==> src/rtl/mc_pkg.sv <==
// Shared types and encodings for the multi-cycle MIPS control unit and its ALU/datapath.
package mc_pkg;

    typedef enum logic [6:0] {
        S_IF   = 7'b0000001,
        S_IW   = 7'b0000010,
        S_ID   = 7'b0000100,
        S_EX   = 7'b0001000,
        S_LDST = 7'b0010000,
        S_RDW  = 7'b0100000,
        S_WB   = 7'b1000000
    } state_t;

    typedef enum logic [3:0] {
        CL_BAD, CL_ALU_R, CL_ALU_I, CL_LW, CL_SW,
        CL_BEQ, CL_BNE, CL_J, CL_JAL, CL_JR
    } iclass_t;

    localparam logic [2:0] ALU_AND  = 3'b000;
    localparam logic [2:0] ALU_OR   = 3'b001;
    localparam logic [2:0] ALU_ADD  = 3'b010;
    localparam logic [2:0] ALU_SLTU = 3'b011;
    localparam logic [2:0] ALU_LUI  = 3'b100;
    localparam logic [2:0] ALU_SLL  = 3'b101;
    localparam logic [2:0] ALU_SUB  = 3'b110;
    localparam logic [2:0] ALU_SLT  = 3'b111;

    localparam logic [5:0] OP_RTYPE = 6'h00;
    localparam logic [5:0] OP_J     = 6'h02;
    localparam logic [5:0] OP_JAL   = 6'h03;
    localparam logic [5:0] OP_BEQ   = 6'h04;
    localparam logic [5:0] OP_BNE   = 6'h05;
    localparam logic [5:0] OP_ADDIU = 6'h09;
    localparam logic [5:0] OP_SLTI  = 6'h0A;
    localparam logic [5:0] OP_SLTIU = 6'h0B;
    localparam logic [5:0] OP_LUI   = 6'h0F;
    localparam logic [5:0] OP_LW    = 6'h23;
    localparam logic [5:0] OP_SW    = 6'h2B;

    localparam logic [5:0] FN_SLL  = 6'h00;
    localparam logic [5:0] FN_JR   = 6'h08;
    localparam logic [5:0] FN_ADDU = 6'h21;
    localparam logic [5:0] FN_SUBU = 6'h23;
    localparam logic [5:0] FN_AND  = 6'h24;
    localparam logic [5:0] FN_OR   = 6'h25;
    localparam logic [5:0] FN_SLT  = 6'h2A;
    localparam logic [5:0] FN_SLTU = 6'h2B;

    localparam logic [1:0] SRCA_PC    = 2'b00;
    localparam logic [1:0] SRCA_RS    = 2'b01;
    localparam logic [1:0] SRCA_SHAMT = 2'b10;

    localparam logic [1:0] SRCB_RT      = 2'b00;
    localparam logic [1:0] SRCB_FOUR    = 2'b01;
    localparam logic [1:0] SRCB_IMM     = 2'b10;
    localparam logic [1:0] SRCB_IMM_SH2 = 2'b11;

    localparam logic [1:0] PCSRC_ALU    = 2'b00;
    localparam logic [1:0] PCSRC_ALUOUT = 2'b01;
    localparam logic [1:0] PCSRC_JUMP   = 2'b10;
    localparam logic [1:0] PCSRC_RS     = 2'b11;

    localparam logic [1:0] DST_RT  = 2'b00;
    localparam logic [1:0] DST_RD  = 2'b01;
    localparam logic [1:0] DST_R31 = 2'b10;

    localparam logic [1:0] WBSRC_ALUOUT = 2'b00;
    localparam logic [1:0] WBSRC_MEM    = 2'b01;
    localparam logic [1:0] WBSRC_PC     = 2'b10;

endpackage

==> src/rtl/mc_decode.sv <==
// Opcode/funct decode: instruction class plus the ALU op and B-operand select used in EX.
// Latency: purely combinational, zero cycles.
// Backpressure: none; it has no handshakes.
module mc_decode
    import mc_pkg::*;
(
    input  logic [5:0] op,
    input  logic [5:0] funct,
    output logic [3:0] iclass,
    output logic [2:0] ex_aluop,
    output logic [1:0] ex_alusrcb,
    output logic       ex_shamt
);

    iclass_t cls;

    always_comb begin
        cls        = CL_BAD;
        ex_aluop   = ALU_ADD;
        ex_alusrcb = SRCB_IMM;
        ex_shamt   = 1'b0;
        unique case (op)
            OP_RTYPE: begin
                ex_alusrcb = SRCB_RT;
                unique case (funct)
                    FN_ADDU: begin cls = CL_ALU_R; ex_aluop = ALU_ADD;  end
                    FN_SUBU: begin cls = CL_ALU_R; ex_aluop = ALU_SUB;  end
                    FN_AND:  begin cls = CL_ALU_R; ex_aluop = ALU_AND;  end
                    FN_OR:   begin cls = CL_ALU_R; ex_aluop = ALU_OR;   end
                    FN_SLT:  begin cls = CL_ALU_R; ex_aluop = ALU_SLT;  end
                    FN_SLTU: begin cls = CL_ALU_R; ex_aluop = ALU_SLTU; end
                    FN_SLL:  begin cls = CL_ALU_R; ex_aluop = ALU_SLL; ex_shamt = 1'b1; end
                    FN_JR:   cls = CL_JR;
                    default: cls = CL_BAD;
                endcase
            end
            OP_ADDIU: begin cls = CL_ALU_I; ex_aluop = ALU_ADD;  end
            OP_SLTI:  begin cls = CL_ALU_I; ex_aluop = ALU_SLT;  end
            OP_SLTIU: begin cls = CL_ALU_I; ex_aluop = ALU_SLTU; end
            OP_LUI:   begin cls = CL_ALU_I; ex_aluop = ALU_LUI;  end
            OP_LW:    cls = CL_LW;
            OP_SW:    cls = CL_SW;
            // Branches compare rs against rt through a subtract.
            OP_BEQ:   begin cls = CL_BEQ; ex_aluop = ALU_SUB; ex_alusrcb = SRCB_RT; end
            OP_BNE:   begin cls = CL_BNE; ex_aluop = ALU_SUB; ex_alusrcb = SRCB_RT; end
            OP_J:     cls = CL_J;
            OP_JAL:   cls = CL_JAL;
            default:  cls = CL_BAD;
        endcase
    end

    assign iclass = cls;

endmodule

==> src/rtl/mc_ctrl_fsm.sv <==
// Multi-cycle MIPS control FSM driving ALU op, datapath selects and fetch/data memory handshakes.
// Latency: outputs combinational from state; 4 (branch/jump), 5 (ALU, sw), 7 (lw) cycles minimum.
// Backpressure: request valids hold until ack is sampled; each state waits on its own ack/valid.
module mc_ctrl_fsm
    import mc_pkg::*;
#(
    parameter int RESET_ON_BAD_OP = 0
)
(
    input  logic        clk,
    input  logic        resetn,
    input  logic [31:0] IR,
    input  logic        Zero,
    output logic        Inst_Req_Valid,
    input  logic        Inst_Req_Ack,
    input  logic        Inst_Valid,
    output logic        Inst_Ack,
    output logic        MemRead,
    output logic        MemWrite,
    input  logic        Mem_Req_Ack,
    input  logic        Read_data_Valid,
    output logic        Read_data_Ack,
    output logic [2:0]  ALUop,
    output logic [1:0]  ALUSrcA,
    output logic [1:0]  ALUSrcB,
    output logic        PCWrite,
    output logic [1:0]  PCSource,
    output logic        IRWrite,
    output logic        RegWrite,
    output logic [1:0]  RegDst,
    output logic [1:0]  MemtoReg
);

    // Both settings return to fetch today; the non-zero setting is reserved for a trap.
    localparam state_t BAD_OP_NEXT = (RESET_ON_BAD_OP != 0) ? S_IF : S_IF;

    state_t     state, state_nxt;
    iclass_t    iclass;
    logic [3:0] iclass_raw;
    logic [2:0] ex_aluop;
    logic [1:0] ex_alusrcb;
    logic       ex_shamt;
    logic       unused_ir;

    assign unused_ir = ^IR[25:6];

    mc_decode u_decode (
        .op         (IR[31:26]),
        .funct      (IR[5:0]),
        .iclass     (iclass_raw),
        .ex_aluop   (ex_aluop),
        .ex_alusrcb (ex_alusrcb),
        .ex_shamt   (ex_shamt)
    );

    assign iclass = iclass_t'(iclass_raw);

    always_ff @(posedge clk) begin
        if (!resetn) state <= S_IF;
        else         state <= state_nxt;
    end

    always_comb begin
        state_nxt      = state;
        Inst_Req_Valid = 1'b0;
        Inst_Ack       = 1'b0;
        MemRead        = 1'b0;
        MemWrite       = 1'b0;
        Read_data_Ack  = 1'b0;
        ALUop          = ALU_AND;
        ALUSrcA        = SRCA_PC;
        ALUSrcB        = SRCB_RT;
        PCWrite        = 1'b0;
        PCSource       = PCSRC_ALU;
        IRWrite        = 1'b0;
        RegWrite       = 1'b0;
        RegDst         = DST_RT;
        MemtoReg       = WBSRC_ALUOUT;
        // While reset is low every output stays quiet, even mid-handshake.
        if (resetn) begin
            unique case (state)
                S_IF: begin
                    Inst_Req_Valid = 1'b1;
                    if (Inst_Req_Ack) state_nxt = S_IW;
                end
                S_IW: begin
                    Inst_Ack = 1'b1;
                    if (Inst_Valid) begin
                        IRWrite   = 1'b1;
                        PCWrite   = 1'b1;
                        PCSource  = PCSRC_ALU;
                        ALUSrcA   = SRCA_PC;
                        ALUSrcB   = SRCB_FOUR;
                        ALUop     = ALU_ADD;
                        state_nxt = S_ID;
                    end
                end
                S_ID: begin
                    ALUSrcA   = SRCA_PC;
                    ALUSrcB   = SRCB_IMM_SH2;
                    ALUop     = ALU_ADD;
                    state_nxt = (iclass == CL_BAD) ? BAD_OP_NEXT : S_EX;
                end
                S_EX: begin
                    ALUop   = ex_aluop;
                    ALUSrcB = ex_alusrcb;
                    ALUSrcA = ex_shamt ? SRCA_SHAMT : SRCA_RS;
                    unique case (iclass)
                        CL_LW, CL_SW: state_nxt = S_LDST;
                        CL_ALU_R, CL_ALU_I: state_nxt = S_WB;
                        CL_BEQ: begin
                            PCWrite   = Zero;
                            PCSource  = PCSRC_ALUOUT;
                            state_nxt = S_IF;
                        end
                        CL_BNE: begin
                            PCWrite   = ~Zero;
                            PCSource  = PCSRC_ALUOUT;
                            state_nxt = S_IF;
                        end
                        CL_J: begin
                            PCWrite   = 1'b1;
                            PCSource  = PCSRC_JUMP;
                            state_nxt = S_IF;
                        end
                        CL_JAL: begin
                            PCWrite   = 1'b1;
                            PCSource  = PCSRC_JUMP;
                            RegWrite  = 1'b1;
                            RegDst    = DST_R31;
                            MemtoReg  = WBSRC_PC;
                            state_nxt = S_IF;
                        end
                        CL_JR: begin
                            PCWrite   = 1'b1;
                            PCSource  = PCSRC_RS;
                            state_nxt = S_IF;
                        end
                        default: state_nxt = S_IF;
                    endcase
                end
                S_LDST: begin
                    MemRead  = (iclass == CL_LW);
                    MemWrite = (iclass == CL_SW);
                    if (Mem_Req_Ack) state_nxt = (iclass == CL_LW) ? S_RDW : S_IF;
                end
                S_RDW: begin
                    Read_data_Ack = 1'b1;
                    if (Read_data_Valid) state_nxt = S_WB;
                end
                S_WB: begin
                    RegWrite  = 1'b1;
                    RegDst    = (iclass == CL_ALU_R) ? DST_RD : DST_RT;
                    MemtoReg  = (iclass == CL_LW) ? WBSRC_MEM : WBSRC_ALUOUT;
                    state_nxt = S_IF;
                end
                default: state_nxt = S_IF;
            endcase
        end
    end

endmodule

==> config.mk <==
export PLATFORM = sky130hd
export DESIGN_NAME = mc_ctrl_fsm
export DESIGN_NICKNAME = d
export VERILOG_FILES = /design/src/rtl/mc_pkg.sv /design/src/rtl/mc_decode.sv /design/src/rtl/mc_ctrl_fsm.sv
export SDC_FILE = /design/constraint.sdc
export NUM_CORES = 1
export LEC_CHECK = 0
export ABC_AREA = 1
export BUFFER_PORTS_ARGS = -buffer_cell sky130_fd_sc_hd__buf_2
export CAP_MARGIN = 20
export CORE_MARGIN = 3
export CORE_UTILIZATION = 45
export CTS_CLUSTER_SIZE = 40
export DETAILED_ROUTE_END_ITERATION = 10
export PLACE_DENSITY = 0.8
export SETUP_SLACK_MARGIN = 0.5
export SYNTH_ARGS = -nofsm -noshare
export SYNTH_HDL_FRONTEND = slang
export SYNTH_HIERARCHICAL = 1
export SYNTH_SLANG_ARGS = --single-unit
==> constraint.sdc <==
create_clock -name clk -period 1.73 [get_ports clk]
set_input_delay 0.0865 -clock clk [delete_from_list [all_inputs] [get_ports clk]]
set_output_delay 0.0865 -clock clk [all_outputs]
set_load 0.005 [all_outputs]
* After elaboration in Yosys (flattened, before gate mapping)
Index checks and enable logic that the tools add are counted.
** Cells by class
- Order comparisons :: 0
- Mux-type cells :: 53
- Bitwise logic cells :: 1
- Shift-type cells :: 0
- Div/mod/pow operators :: 0
- $mul :: 0
- Eq/ne operators :: 37
- Add/subtract/negate cells :: 0
- Reduce and logical (&&, ||, !) cells :: 13
** Operators with widths (count)
- equality test 6 bit (second input constant) :: 8
- case mux 7 bit (6 select lines) :: 1
- case mux 4 bit (8 select lines) :: 1
- equality test 6 x 4 -> 1 bit (second input constant) :: 5
- 2-to-1 mux 7 bit :: 4
- 2-to-1 mux 2 bit :: 11
- 2-to-1 mux 1 bit :: 21
- case mux 3 bit (6 select lines) :: 1
- equality test 4 x 3 -> 1 bit (second input constant) :: 4
- case mux 3 bit (5 select lines) :: 1
- case mux 7 bit (2 select lines) :: 1
- equality test 6 x 2 -> 1 bit (second input constant) :: 2
- equality test 6 x 3 -> 1 bit (second input constant) :: 2
- zero test 6 bit :: 2
- case mux 2 bit (3 select lines) :: 2
- OR reduction 2 bit :: 5
- case mux 3 bit (3 select lines) :: 1
- equality test 4 x 2 -> 1 bit (second input constant) :: 2
- equality test 4 bit (second input constant) :: 2
- inequality test 2 bit (second input constant) :: 4
- case mux 2 bit (2 select lines) :: 2
- case mux 4 bit (2 select lines) :: 1
- equality test 7 x 1 -> 1 bit (second input constant) :: 1
- equality test 7 x 2 -> 1 bit (second input constant) :: 1
- other kinds (17) :: 19
** Word-level totals
- Register bits after elaboration :: 7
- Input port bits :: 39
- RAM bits :: 0
- Logic and storage cells :: 105
- Memory bits (read-only) :: 0
- Bits in latches :: 0
- Memories :: 0

* Longest topological paths before layout
Gate-level depths: netlist of run 1.
- Depth after elaboration :: 9
- Mapped depth :: 18
- Gate-level depth less buffers :: 18

* Cells and area by module
Netlist of run 1, hierarchy kept.
** Modules (own cells, without submodules)
- mc_ctrl_fsm :: cells each 140, seq. area each 140.1 um^2, area an instance 762.0 um^2, instances 1
- mc_decode :: cells each 75, seq. area each 0.0 um^2, area an instance 384.1 um^2, instances 1

* Least setup slack after synthesis of run 1
OpenSTA, ideal clock, no wires.
- Path kind :: input-to-reg
- Start :: input IR[3]
- End :: register state[0]
- Buffers on the path :: 0
- Setup slack :: 337 ps
- Arrival time :: 1281 ps
- Stages on the path :: 14
- Cell sequence :: nor2_1 > nand3_2 > nand2_2 > nor2_2 > nand3_2 > nand2_1 > nand2_1 > nand3_1 > nand3_1 > nand2_1 > nor2_1 > nand2_1 > nand2_1 > nand2_1
** Between the ends
- Cells in the longest elaborated chain, start to end :: 8
** Ends and longest elaborated chain
- start: declaration :: RTL line mc_ctrl_fsm.sv:12 : input logic [31:0] IR,
- equality test 6 bit / zero test 6 bit (equally long branches) :: RTL line mc_decode.sv:25 : unique case (funct)
- OR reduction 7 bit (no line)
- case mux 4 bit (2 select lines) (*) :: RTL line mc_decode.sv:25
- case mux 4 bit (8 select lines) (*) :: RTL line mc_decode.sv:22 : unique case (op)
- named net iclass[0] :: RTL line mc_ctrl_fsm.sv:38 : iclass_t iclass;
- equality test 4 x 1 -> 1 bit, or another cell as far along :: RTL line mc_ctrl_fsm.sv:108 : unique case (iclass)
- OR reduction 2 bit / 2-to-1 mux 6 bit (equally long branches) :: RTL line mc_ctrl_fsm.sv:108, mc_ctrl_fsm.sv:145
- case mux 7 bit (2 select lines) / 2-to-1 mux 7 bit (equally long branches) :: RTL line mc_ctrl_fsm.sv:108, mc_ctrl_fsm.sv:145
- case mux 7 bit (6 select lines) (*) :: RTL line mc_ctrl_fsm.sv:81 : unique case (state)
- end signal: assignment :: RTL line mc_ctrl_fsm.sv:60 : else state <= state_nxt;
- end: declaration :: RTL line mc_ctrl_fsm.sv:37 : state_t state, state_nxt;
The timed path passes the listed nets; every way through them passes the cells marked *. The select of a mux whose other input is x is not followed.
A chain may end at the register's enable or synchronous reset.

* Worst setup path after layout of run 1
- Start :: input IR[31]
- End :: output MemWrite
** Between the ends
- Cells in the longest elaborated chain, start to end :: 6
** Ends and longest elaborated chain
- equality test 6 x 4 -> 1 bit :: RTL line mc_decode.sv:22
- OR reduction 4 bit (no line)
- case mux 4 bit (8 select lines) (*) :: RTL line mc_decode.sv:22
- named net iclass[2] :: RTL line mc_ctrl_fsm.sv:38
- equality test 4 x 3 -> 1 bit (*) :: RTL line mc_ctrl_fsm.sv:144 : MemWrite = (iclass == CL_SW);
- 2-to-1 mux 1 bit (*) :: RTL line mc_ctrl_fsm.sv:81
- 2-to-1 mux 1 bit (*) :: RTL line mc_ctrl_fsm.sv:80 : if (resetn) begin
- end: declaration :: RTL line mc_ctrl_fsm.sv:19 : output logic MemWrite,
The timed path passes the listed nets; every way through them passes the cells marked *.

==> results of run 1 <==
[metrics by stage]
stage                     TNS, ns  setup slack (ns)  power, mW  area [um^2]  hold WS (ns)
after global routing      -0.3195          -0.08522     0.8268         1993        0.1251
after floorplan                 0            0.3964     0.3610         1167        0.2328
final                           0           0.01942     0.7791         1993        0.1174
after global placement          0           0.04179     0.4305         1416        0.3801
after detailed placement        0           0.01586     0.4338         1416        0.3849
after CTS                       0            0.1528     0.6654         1734        0.1075
[tightest hold or removal path: cells and delay by family]
| kind | cells | cell delay, ns |
|---|---|---|
| buffers and inverters | 2 | 0.12 |
| AOI/OAI and AO/OA | 1 | 0.06 |
| and+or+nand+nor | 1 | 0.07 |
[where the power goes]
part / total, mW / internal [mW] / switching (mW)
Clock: 0.162 / 0.0889 / 0.0731
Combinational: 0.435 / 0.180 / 0.255
Sequential: 0.182 / 0.173 / 0.00895
Total: 0.779 / 0.442 / 0.337
[routing by layer]
metal	wire length (um)	vias to the layer above
met5	0	-
met2	2467	140
met4	280	0
li1	-	842
met1	1804	830
met3	547	41
[cells by family (layout without fill, tap and decap cells)]
| family | after synthesis | after routing |
|---|---|---|
| other | 1 | 1 |
| AOI/OAI and AO/OA | 16 | 16 |
| DFF | 7 | 7 |
| buffers and inverters | 42 | 123 |
| and+or+nand+nor | 149 | 149 |
[cells in the final DEF (no fill, tap or decap), types with 3 or more instances in the layout]
cell and n:
buf_4 37, nand2_1 34, buf_2 34, nor2_1 22, inv_1 21, nand2_2 18, nor2_4 14, inv_2 14
nand3_1 14, nor2_2 12, nand2_4 9, buf_6 9, nand4_1 7, nand3_2 6, a21oi_1 5, nand3b_1 4
dfxtp_2 4, nor3_1 3, clkbuf_4 3
[path summary, 6_finish.rpt]
check | from | endpoint | slack (ns) | depth (start not counted)
worst max-delay path | IR[31] | MemWrite | 0.02 | 10
worst min-delay path | Mem_Req_Ack | state[4] | 0.12 | 4
worst min register to register | state[2] | state[3] | 0.63 | 4
worst max register to register | state[4] | state[1] | 0.12 | 11
[layout make-up]
cell class                 instances  area, um^2
clock buffer                       4       26.28
inverter                          39       160.2
multi-input combinational        166        1074
tap                               28       35.03
sequential                         7       148.9
fill                             137       325.3
timing repair buffer              80       549.3
[timing repair]
action / CTS / global route
pin swaps: 21 / 25
setup buffers: 22 / 14
endpoints found under the setup margin: 24 / 27
gates resized for setup: 43 / 50
==> results.sh, run 1 <==
export IMPL_outcome="completed"
export IMPL_synth_compound_area_frac=0.08406
export IMPL_largest_register_ffs=7
export IMPL_crit_chain="buf_6 -> nor2_4 -> buf_4 -> nand3_1 -> nand3_1 -> inv_1 -> nor2_2 -> nand2_2 -> nor3_2 -> buf_2"
export IMPL_synth_xor_area_frac=0
export IMPL_synth_edff_count=0
export IMPL_grt_use_met3=0.05057
export IMPL_syn_num_nets=254
export IMPL_synth_adder_area_share=0
export IMPL_cts_buffers_inserted=3
export IMPL_drive_above_1_share=0.5878
export IMPL_fin_cells=324
export IMPL_fin_worst_skew_ns=0.002801
export IMPL_grt_pass1_vias=1501
export IMPL_grt_overflow=0
export IMPL_hold_viol_final=0
export IMPL_yosys_top_cells_count="nand2_1 (55), nor2_1 (35), inv_1 (30)"
export IMPL_grt_pass1_wl_mm=6.147
export IMPL_synth_mux_area_frac=0
export IMPL_grt_busiest_layer="met2"
export IMPL_cts_max_level=1
export IMPL_min_path_type="input port to flop"
export IMPL_path_delay_family="simple AND/OR/NAND/NOR gates"
export IMPL_max_stage_delay_ns=0.21
export IMPL_critical_path_class="input port to output pin"
export IMPL_fin_crit_ns=1.711
export IMPL_fin_util=0.8597
export IMPL_cts_hold_buffers=0
export IMPL_clkTransAtPathRegs_ns=0.05
export IMPL_start_util=0.4943
export IMPL_synth_most_common_cell="nand2_1"
export IMPL_p_leak_nw=1.076
export IMPL_use_met2=0.4323
export IMPL_synth_top_cell_area_share=0.1801
export IMPL_place_inst=284
export IMPL_die_area_um2=3188
export IMPL_critPathSlowestCell="nor2_2"
export IMPL_drt_pre_antenna_iters=5
export IMPL_ys_warn_count=6
export IMPL_syn_area_um2=1146
export IMPL_worstPathRequired_ns=1.64
export IMPL_ys_flop_type="dfxtp_1"
export IMPL_place_gp_congestion=0.8633
export IMPL_io_pins=60
export IMPL_rsz0062_at_grt="yes"
export IMPL_area_growth_pct=73.91
export IMPL_fin_crit_sh=0.9888
export IMPL_synth_top_family_by_area="simple AND/OR/NAND/NOR gates"
export IMPL_largest_register="state"
export IMPL_die_y_um=56.47
export IMPL_drt_iter0_drc=154
export IMPL_ir_drop_uv=549.5
export IMPL_grt_max_degree=18
export IMPL_p_per_area_nw_per_um2=390.9
export IMPL_synth_cells=215
export IMPL_clock_sinks=7
export IMPL_worstSkewPairLatency_ns=0.27
export IMPL_syn_avg_cell_area_um2=5.331
export IMPL_crit_fanout=5
export IMPL_synth_async_sr_flop_share=0
export IMPL_critical_path_buf_inv_count=4
export IMPL_cp_common_cell="nand3_1"
export IMPL_drc=0
export IMPL_dpl_hpwl_mm=2.407
export IMPL_synth_top_area_cell="nand2_1"
export IMPL_crit_path_end_kind="output pin"
export IMPL_setup_viol=0
export IMPL_drv_slew=0
export IMPL_synth_seq_cells=7
export IMPL_ant_nets=0
export IMPL_reg_top3="state (7)"
export IMPL_yosys_top_cells_area="nand2_1 (18%), dfxtp_1 (12%), nor2_1 (11%)"
export IMPL_numPortBuffers=39
export IMPL_synth_cell_types=30
export IMPL_root_buffer="clkbuf_4"
export IMPL_grt_util_met1=0.2769
export IMPL_antenna_found_initial=0
export IMPL_fmax_mhz=584.6
export IMPL_viasPerCell=5.719
export IMPL_drt_wl_total_mm=5.099
export IMPL_fp_dieW_um=56.47
export IMPL_avgRoutedWirePerCell_um=15.74
export IMPL_yosysSeqAreaShare=0.1223
export IMPL_grt_use_total=0.2370
export IMPL_final_nets=336
export IMPL_num_vias=1853
export IMPL_critical_path_arrival_ns=1.62
export IMPL_coreArea_um2=2318
export IMPL_start_kind="input port"
export IMPL_synth_simple_gate_area_frac=0.6463
export IMPL_tritoncts="done"
export IMPL_diodes=0
export IMPL_clockBufferDepth=2
export IMPL_num_rows=17
export IMPL_max_cap_viol_count=0
No activity file was read; power rests on OpenSTA's default activity.
==> run 2, diff against run 1 <==
--- a/config.mk
+++ b/config.mk
@@ -10,9 +10,12 @@
 export CAP_MARGIN = 20
 export CORE_MARGIN = 3
 export CORE_UTILIZATION = 45
+export CTS_CLUSTER_DIAMETER = 120
 export CTS_CLUSTER_SIZE = 40
 export DETAILED_ROUTE_END_ITERATION = 10
+export GPL_TIMING_DRIVEN = 0
 export PLACE_DENSITY = 0.8
+export RECOVER_POWER = 50
 export SETUP_SLACK_MARGIN = 0.5
 export SYNTH_ARGS = -nofsm -noshare
 export SYNTH_HDL_FRONTEND = slang
==> run 2 against run 1 <==
  * Power is 3.3% lower
  * Cell area grew 1.0%
  * Final cell count shrank 1.9%
  * Clock power down 6%
  * Sequential share of layout area about the same
  * Largest power group unchanged
  * Non-clock buffer count is 6 lower
==> results.sh, run 2 (same netlist as run 1, synthesis figures left out) <==
export IMPL_fin_ws_ns=0.04073
export IMPL_grt_pass1_vias=1470
export IMPL_p_int_uw=427.6
export IMPL_final_cell_area_um2=2013
export IMPL_grt_overflow=0
export IMPL_p_leak_nw=1.042
export IMPL_fin_crit_sh=0.9765
export IMPL_drc=0
export IMPL_antenna_found_initial=0
export IMPL_ant_nets=0
export IMPL_clkPwrFrac=0.202
export IMPL_p_seq_frac=0.240
export IMPL_clock_sinks=7
export IMPL_grt_pass1_wl_mm=6.030
export IMPL_largest_register_ffs=7
export IMPL_grt_max_degree=11
export IMPL_cts_max_level=1
export IMPL_diodes=0
export IMPL_tns_ns=0
export IMPL_fin_worst_skew_ns=0.003366
export IMPL_ir_drop_uv=658.9
export IMPL_drive_above_1_share=0.5793
export IMPL_cp_common_cell="nand2_2"
export IMPL_num_rows=17
export IMPL_final_cell_mix="nand2_1 (39), buf_2 (32), buf_4 (25), inv_1 (24), nor2_4 (19)"
export IMPL_tritoncts="done"
export IMPL_area_growth_pct=75.65
export IMPL_place_inst=282
export IMPL_dpl_hpwl_mm=2.457
export IMPL_worstPathRequired_ns=1.64
export IMPL_crit_path_end_kind="output pin"
export IMPL_drv_slew=0
export IMPL_crit_fanout=3
export IMPL_die_y_um=56.47
export IMPL_max_slew_margin_rel=0.6090
export IMPL_p_per_area_nw_per_um2=374.2
export IMPL_final_nets=330
export IMPL_max_cap_viol_count=0
export IMPL_crit_chain="nor2_4 -> nand2_2 -> nor3_4 -> nand2_2 -> nand2_2 -> inv_1 -> nand2_1 -> nand2_1 -> inv_1 -> buf_2"
export IMPL_start_kind="flop"
export IMPL_hold_viol_final=0
export IMPL_final_common_cell="nand2_1"
export IMPL_critPathSlowestCell="dfxtp_4"
export IMPL_fmax_mhz=592.0
export IMPL_rsz0062_at_grt="yes"
export IMPL_p_sw_frac=0.4324
export IMPL_largest_register="state"
export IMPL_fin_cells=318
export IMPL_critical_path_arrival_ns=1.60
export IMPL_clockBufferDepth=2
export IMPL_grt_use_total=0.2296
export IMPL_power_frac_comb=0.557
export IMPL_reg_top3="state (7)"
export IMPL_cts_buffers_inserted=3
export IMPL_max_stage_delay_ns=0.36
export IMPL_min_path_type="input port to flop"
export IMPL_power_switching_uw=325.8
export IMPL_viasPerCell=5.557
export IMPL_critical_path_class="flop to output pin"
export IMPL_outcome="completed"
export IMPL_place_ws_ns=0.02083
export IMPL_placed_area_um2=1398
export IMPL_worst_pin_slew_ns=0.5865
export IMPL_die_area_um2=3188
export IMPL_place_gp_congestion=0.8667
export IMPL_clkTransAtPathRegs_ns=0.05
export IMPL_fp_dieW_um=56.47
export IMPL_start_util=0.4943
export IMPL_finalPower_uw=753.4
export IMPL_io_pins=60
export IMPL_avgRoutedWirePerCell_um=15.56
export IMPL_setup_viol=0
export IMPL_coreArea_um2=2318
export IMPL_drt_pre_antenna_iters=7
export IMPL_drt_wl_total_mm=4.947
export IMPL_num_vias=1767
export IMPL_fin_crit_ns=1.689
export IMPL_worstSkewPairLatency_ns=0.26
export IMPL_root_buffer="clkbuf_4"
export IMPL_drt_iter0_drc=117
export IMPL_numPortBuffers=39
-- run 2: cell types whose count changed in the layout (fill, tap and decap cells not counted), sizes merged --
cell    delta
buf        -8
clkbuf     +2
-- run 2: final cells by class --
type                    instances  area, um^2
well taps                      28       35.03
fillers                       123       305.3
inverters                      39       156.4
multi-input cells             166        1121
clock buffers                   4       26.28
repair buffers                 71       505.5
plain buffers                   3       18.77
flip-flops and latches          7       150.1
-- run 2: timing repair --
item	in CTS	in global routing
gates resized for setup	41	64
buffers inserted	18	14
hold buffers	0	0
pin swaps	15	22
setup endpoints to repair	25	27
-- run 2: final timing paths --
kind | cells after the start | start | to | slack, ns
max | 10 | state[4] | ALUop[1] | 0.04
min | 4 | Mem_Req_Ack | state[4] | 0.14
max reg2reg | 10 | state[4] | state[6] | 0.23
min reg2reg | 4 | state[2] | state[3] | 0.65
-- run 2: power groups by stage --
| stage | Clock, mW | Combinational, mW | Sequential (mW) |
|---|---|---|---|
| floorplan | 0 | 0.179 | 0.182 |
| global placement | 0 | 0.248 | 0.182 |
| detailed placement | 0 | 0.252 | 0.182 |
| CTS | 0.154 | 0.323 | 0.181 |
| global route | 0.162 | 0.456 | 0.182 |
| finish | 0.152 | 0.420 | 0.181 |
-- run 2: worst max-delay path: cells and delay by family (launching register included) --
family,cells,cell delay (ns)
flip-flops,1,0.36
buffers and inverters,3,0.21
AND/OR/NAND/NOR,7,0.78
-- run 2: stage by stage --
| stage | hold slack, ns | util |
|---|---|---|
| finish | 0.1365 | 0.8683 |
| global route | 0.1491 | 0.8683 |
| CTS | 0.1242 | 0.7323 |
| detailed placement | 0.3902 | 0.6028 |
| global placement | 0.3883 | 0.6028 |
| floorplan | 0.2328 | - |
-- run 2: routing by layer --
metal | up-vias | GRT usage | wire (um) | share of wire
met5 | - | 0 | 0 | 0
met4 | 0 | 0.03729 | 140 | 0.028
met3 | 19 | 0.05747 | 468 | 0.095
met2 | 105 | 0.4224 | 2497 | 0.50
met1 | 811 | 0.2676 | 1840 | 0.37
li1 | 832 | - | - | -
==> run 3, diff against run 2 <==
--- a/config.mk
+++ b/config.mk
@@ -9,12 +9,12 @@
 export BUFFER_PORTS_ARGS = -buffer_cell sky130_fd_sc_hd__buf_2
 export CAP_MARGIN = 20
 export CORE_MARGIN = 3
-export CORE_UTILIZATION = 45
+export CORE_UTILIZATION = 49
 export CTS_CLUSTER_DIAMETER = 120
 export CTS_CLUSTER_SIZE = 40
 export DETAILED_ROUTE_END_ITERATION = 10
 export GPL_TIMING_DRIVEN = 0
-export PLACE_DENSITY = 0.8
+export PLACE_DENSITY = 0.83
 export RECOVER_POWER = 50
 export SETUP_SLACK_MARGIN = 0.5
 export SYNTH_ARGS = -nofsm -noshare
==> constraint.sdc (replaced) <==
create_clock -name clk -period 2.05 [get_ports clk]
set_input_delay 0.1025 -clock clk [delete_from_list [all_inputs] [get_ports clk]]
set_output_delay 0.1025 -clock clk [all_outputs]
set_load 0.005 [all_outputs]
==> run 3 against run 2 <==
  * Routed wire length decreased by 8.3%
  * Critical path depth unchanged
  * First-iteration DRC count decreased by 27%
  * Sequential share of layout area increased by 0.79 points
  * Cell area decreased by 12%
  * Final cell count decreased by 3.1%
  * Global-route usage increased by 1.1 points
  * Via count increased by 0.51%
  * Power decreased by 20%
  * Highest routed layer unchanged
==> results.sh, run 3 (same netlist as run 1, synthesis figures left out) <==
export IMPL_drc=0
export IMPL_root_buffer="clkbuf_4"
export IMPL_p_per_area_nw_per_um2=341.3
export IMPL_grt_overflow=0
export IMPL_start_kind="input port"
export IMPL_drt_pre_antenna_iters=5
export IMPL_final_common_cell="nand2_1"
export IMPL_p_leak_nw=0.9739
export IMPL_final_nets=321
export IMPL_grt_pass1_vias=1326
export IMPL_cts_buffers_inserted=3
export IMPL_power_frac_comb=0.515
export IMPL_drt_wl_total_mm=4.538
export IMPL_num_vias=1776
export IMPL_fin_util=0.8528
export IMPL_drt_iter0_drc=85
export IMPL_p_sw_frac=0.4403
export IMPL_cts_hold_buffers=0
export IMPL_placed_area_um2=1375
export IMPL_worstPathRequired_ns=1.95
export IMPL_numPortBuffers=39
export IMPL_rsz0062_at_grt="yes"
export IMPL_r2r_cells=11
export IMPL_fmax_mhz=530.6
export IMPL_final_cell_mix="nand2_1 (46), buf_2 (35), nor2_1 (27), inv_1 (25), buf_4 (20)"
export IMPL_place_gp_congestion=0.8224
export IMPL_r2r_end="state[5]"
export IMPL_diodes=0
export IMPL_largest_register="state"
export IMPL_tritoncts="done"
export IMPL_clkPwrFrac=0.233
export IMPL_critPathSlowestCell="nor2_1"
export IMPL_p_seq_frac=0.253
export IMPL_reg_top3="state (7)"
export IMPL_grt_pass1_wl_mm=5.264
export IMPL_ff2ff_setup_slack_ns=0.43
export IMPL_worstSkewPairLatency_ns=0.28
export IMPL_clockBufferDepth=2
export IMPL_setup_viol=0
export IMPL_antenna_found_initial=0
export IMPL_crit_chain="buf_4 -> nor2_4 -> buf_4 -> nand3_1 -> nand3_1 -> inv_1 -> nor2_1 -> nand2_1 -> nor3_1 -> buf_2"
export IMPL_crit_path_end="MemWrite"
export IMPL_die_y_um=54.36
export IMPL_fill_cells=137
export IMPL_crit_fanout=4
export IMPL_drive_above_1_share=0.4626
export IMPL_max_cap_viol_count=0
export IMPL_tns_ns=0
export IMPL_clock_sinks=7
export IMPL_fin_crit_ns=1.885
export IMPL_critical_path_class="input port to output pin"
export IMPL_critPathLaunch="IR[31]"
export IMPL_grt_use_total=0.2401
export IMPL_ir_drop_uv=400.5
export IMPL_fin_crit_sh=0.9193
export IMPL_area_growth_pct=54.91
export IMPL_fin_worst_skew_ns=0.008100
export IMPL_coreArea_um2=2082
export IMPL_fp_dieW_um=54.36
export IMPL_hold_viol_final=0
export IMPL_die_area_um2=2955
export IMPL_critical_path_arrival_ns=1.78
export IMPL_viasPerCell=5.766
export IMPL_drv_slew=0
export IMPL_num_rows=16
export IMPL_p_int_uw=339.2
export IMPL_avgRoutedWirePerCell_um=14.73
export IMPL_crit_path_end_kind="output pin"
export IMPL_largest_register_ffs=7
export IMPL_cts_max_level=1
export IMPL_start_util=0.5505
export IMPL_timing_hold_ws_ns=0.1110
export IMPL_max_stage_delay_ns=0.30
export IMPL_min_path_type="input port to flop"
export IMPL_ant_nets=0
export IMPL_worstReg2RegStart="state[4]"
export IMPL_clkTransAtPathRegs_ns=0.05
export IMPL_dpl_hpwl_mm=2.369
export IMPL_final_cell_area_um2=1775
export IMPL_outcome="completed"
export IMPL_power_switching_uw=266.8
export IMPL_io_pins=60
export IMPL_grt_max_degree=11
[run 3: cell count changes in the layout (fill, tap and decap cells not counted), sizes merged]
cell / previous run / this run
buf: 72 / 62
clkbuf: 6 / 7
[run 3: stage by stage]
step	total power [mW]	std cells	setup slack [ns]
finish	0.6060	308	0.1654
global placement	0.3613	281	0.2932
floorplan	0.3029	215	0.6410
global route	0.6337	308	0.1090
CTS	0.5185	298	0.4109
detailed placement	0.3641	281	0.2818
[run 3: final cells by class]
type	count	area, um^2	share of cell area
timing repair buffer	62	401.6	0.2262
sequential	7	146.4	0.08245
buffer	3	18.77	0.01057
inverter	39	151.4	0.08527
clock buffer	4	26.28	0.01480
multi-input combinational	166	997.2	0.5617
tap	27	33.78	0.01903
[run 3: power groups by stage]
stage / registers [mW] / clock network [mW] / logic (mW)
2_1_floorplan: 0.153 / 0 / 0.149
3_3_place_gp: 0.154 / 0 / 0.207
3_5_place_dp: 0.154 / 0 / 0.210
4_1_cts: 0.152 / 0.129 / 0.237
5_1_grt: 0.153 / 0.143 / 0.338
6_report: 0.153 / 0.141 / 0.312
[run 3: what timing repair did]
action / CTS / global route
buffers inserted: 13 / 10
pin swaps: 5 / 17
endpoints found under the setup margin: 14 / 25
hold endpoints to repair: 0 / 0
resized for setup: 19 / 47
[run 3: metal layers]
| layer | GRT usage | vias up | share of wire |
|---|---|---|---|
| li1 | - | 816 | - |
| met5 | 0 | - | 0 |
| met3 | 0.07084 | 39 | 0.094 |
| met1 | 0.3003 | 776 | 0.38 |
| met4 | 0.04149 | 0 | 0.054 |
| met2 | 0.4084 | 145 | 0.47 |
[run 3: worst min path at each step]
stage	start	end	slack, ns	depth (start not counted)
5_1_grt	Mem_Req_Ack	state[4]	0.12	4
3_5_place_dp	Inst_Valid	state[2]	0.39	3
4_1_cts	Mem_Req_Ack	state[4]	0.12	4
3_3_place_gp	Inst_Valid	state[2]	0.39	3
6_report	Mem_Req_Ack	state[4]	0.11	4
2_1_floorplan	resetn	state[0]	0.25	3
[run 3: critical path: cells and delay by family]
kind          cells  cell delay, ns
buf+inv           4            0.52
simple gates      6            1.15
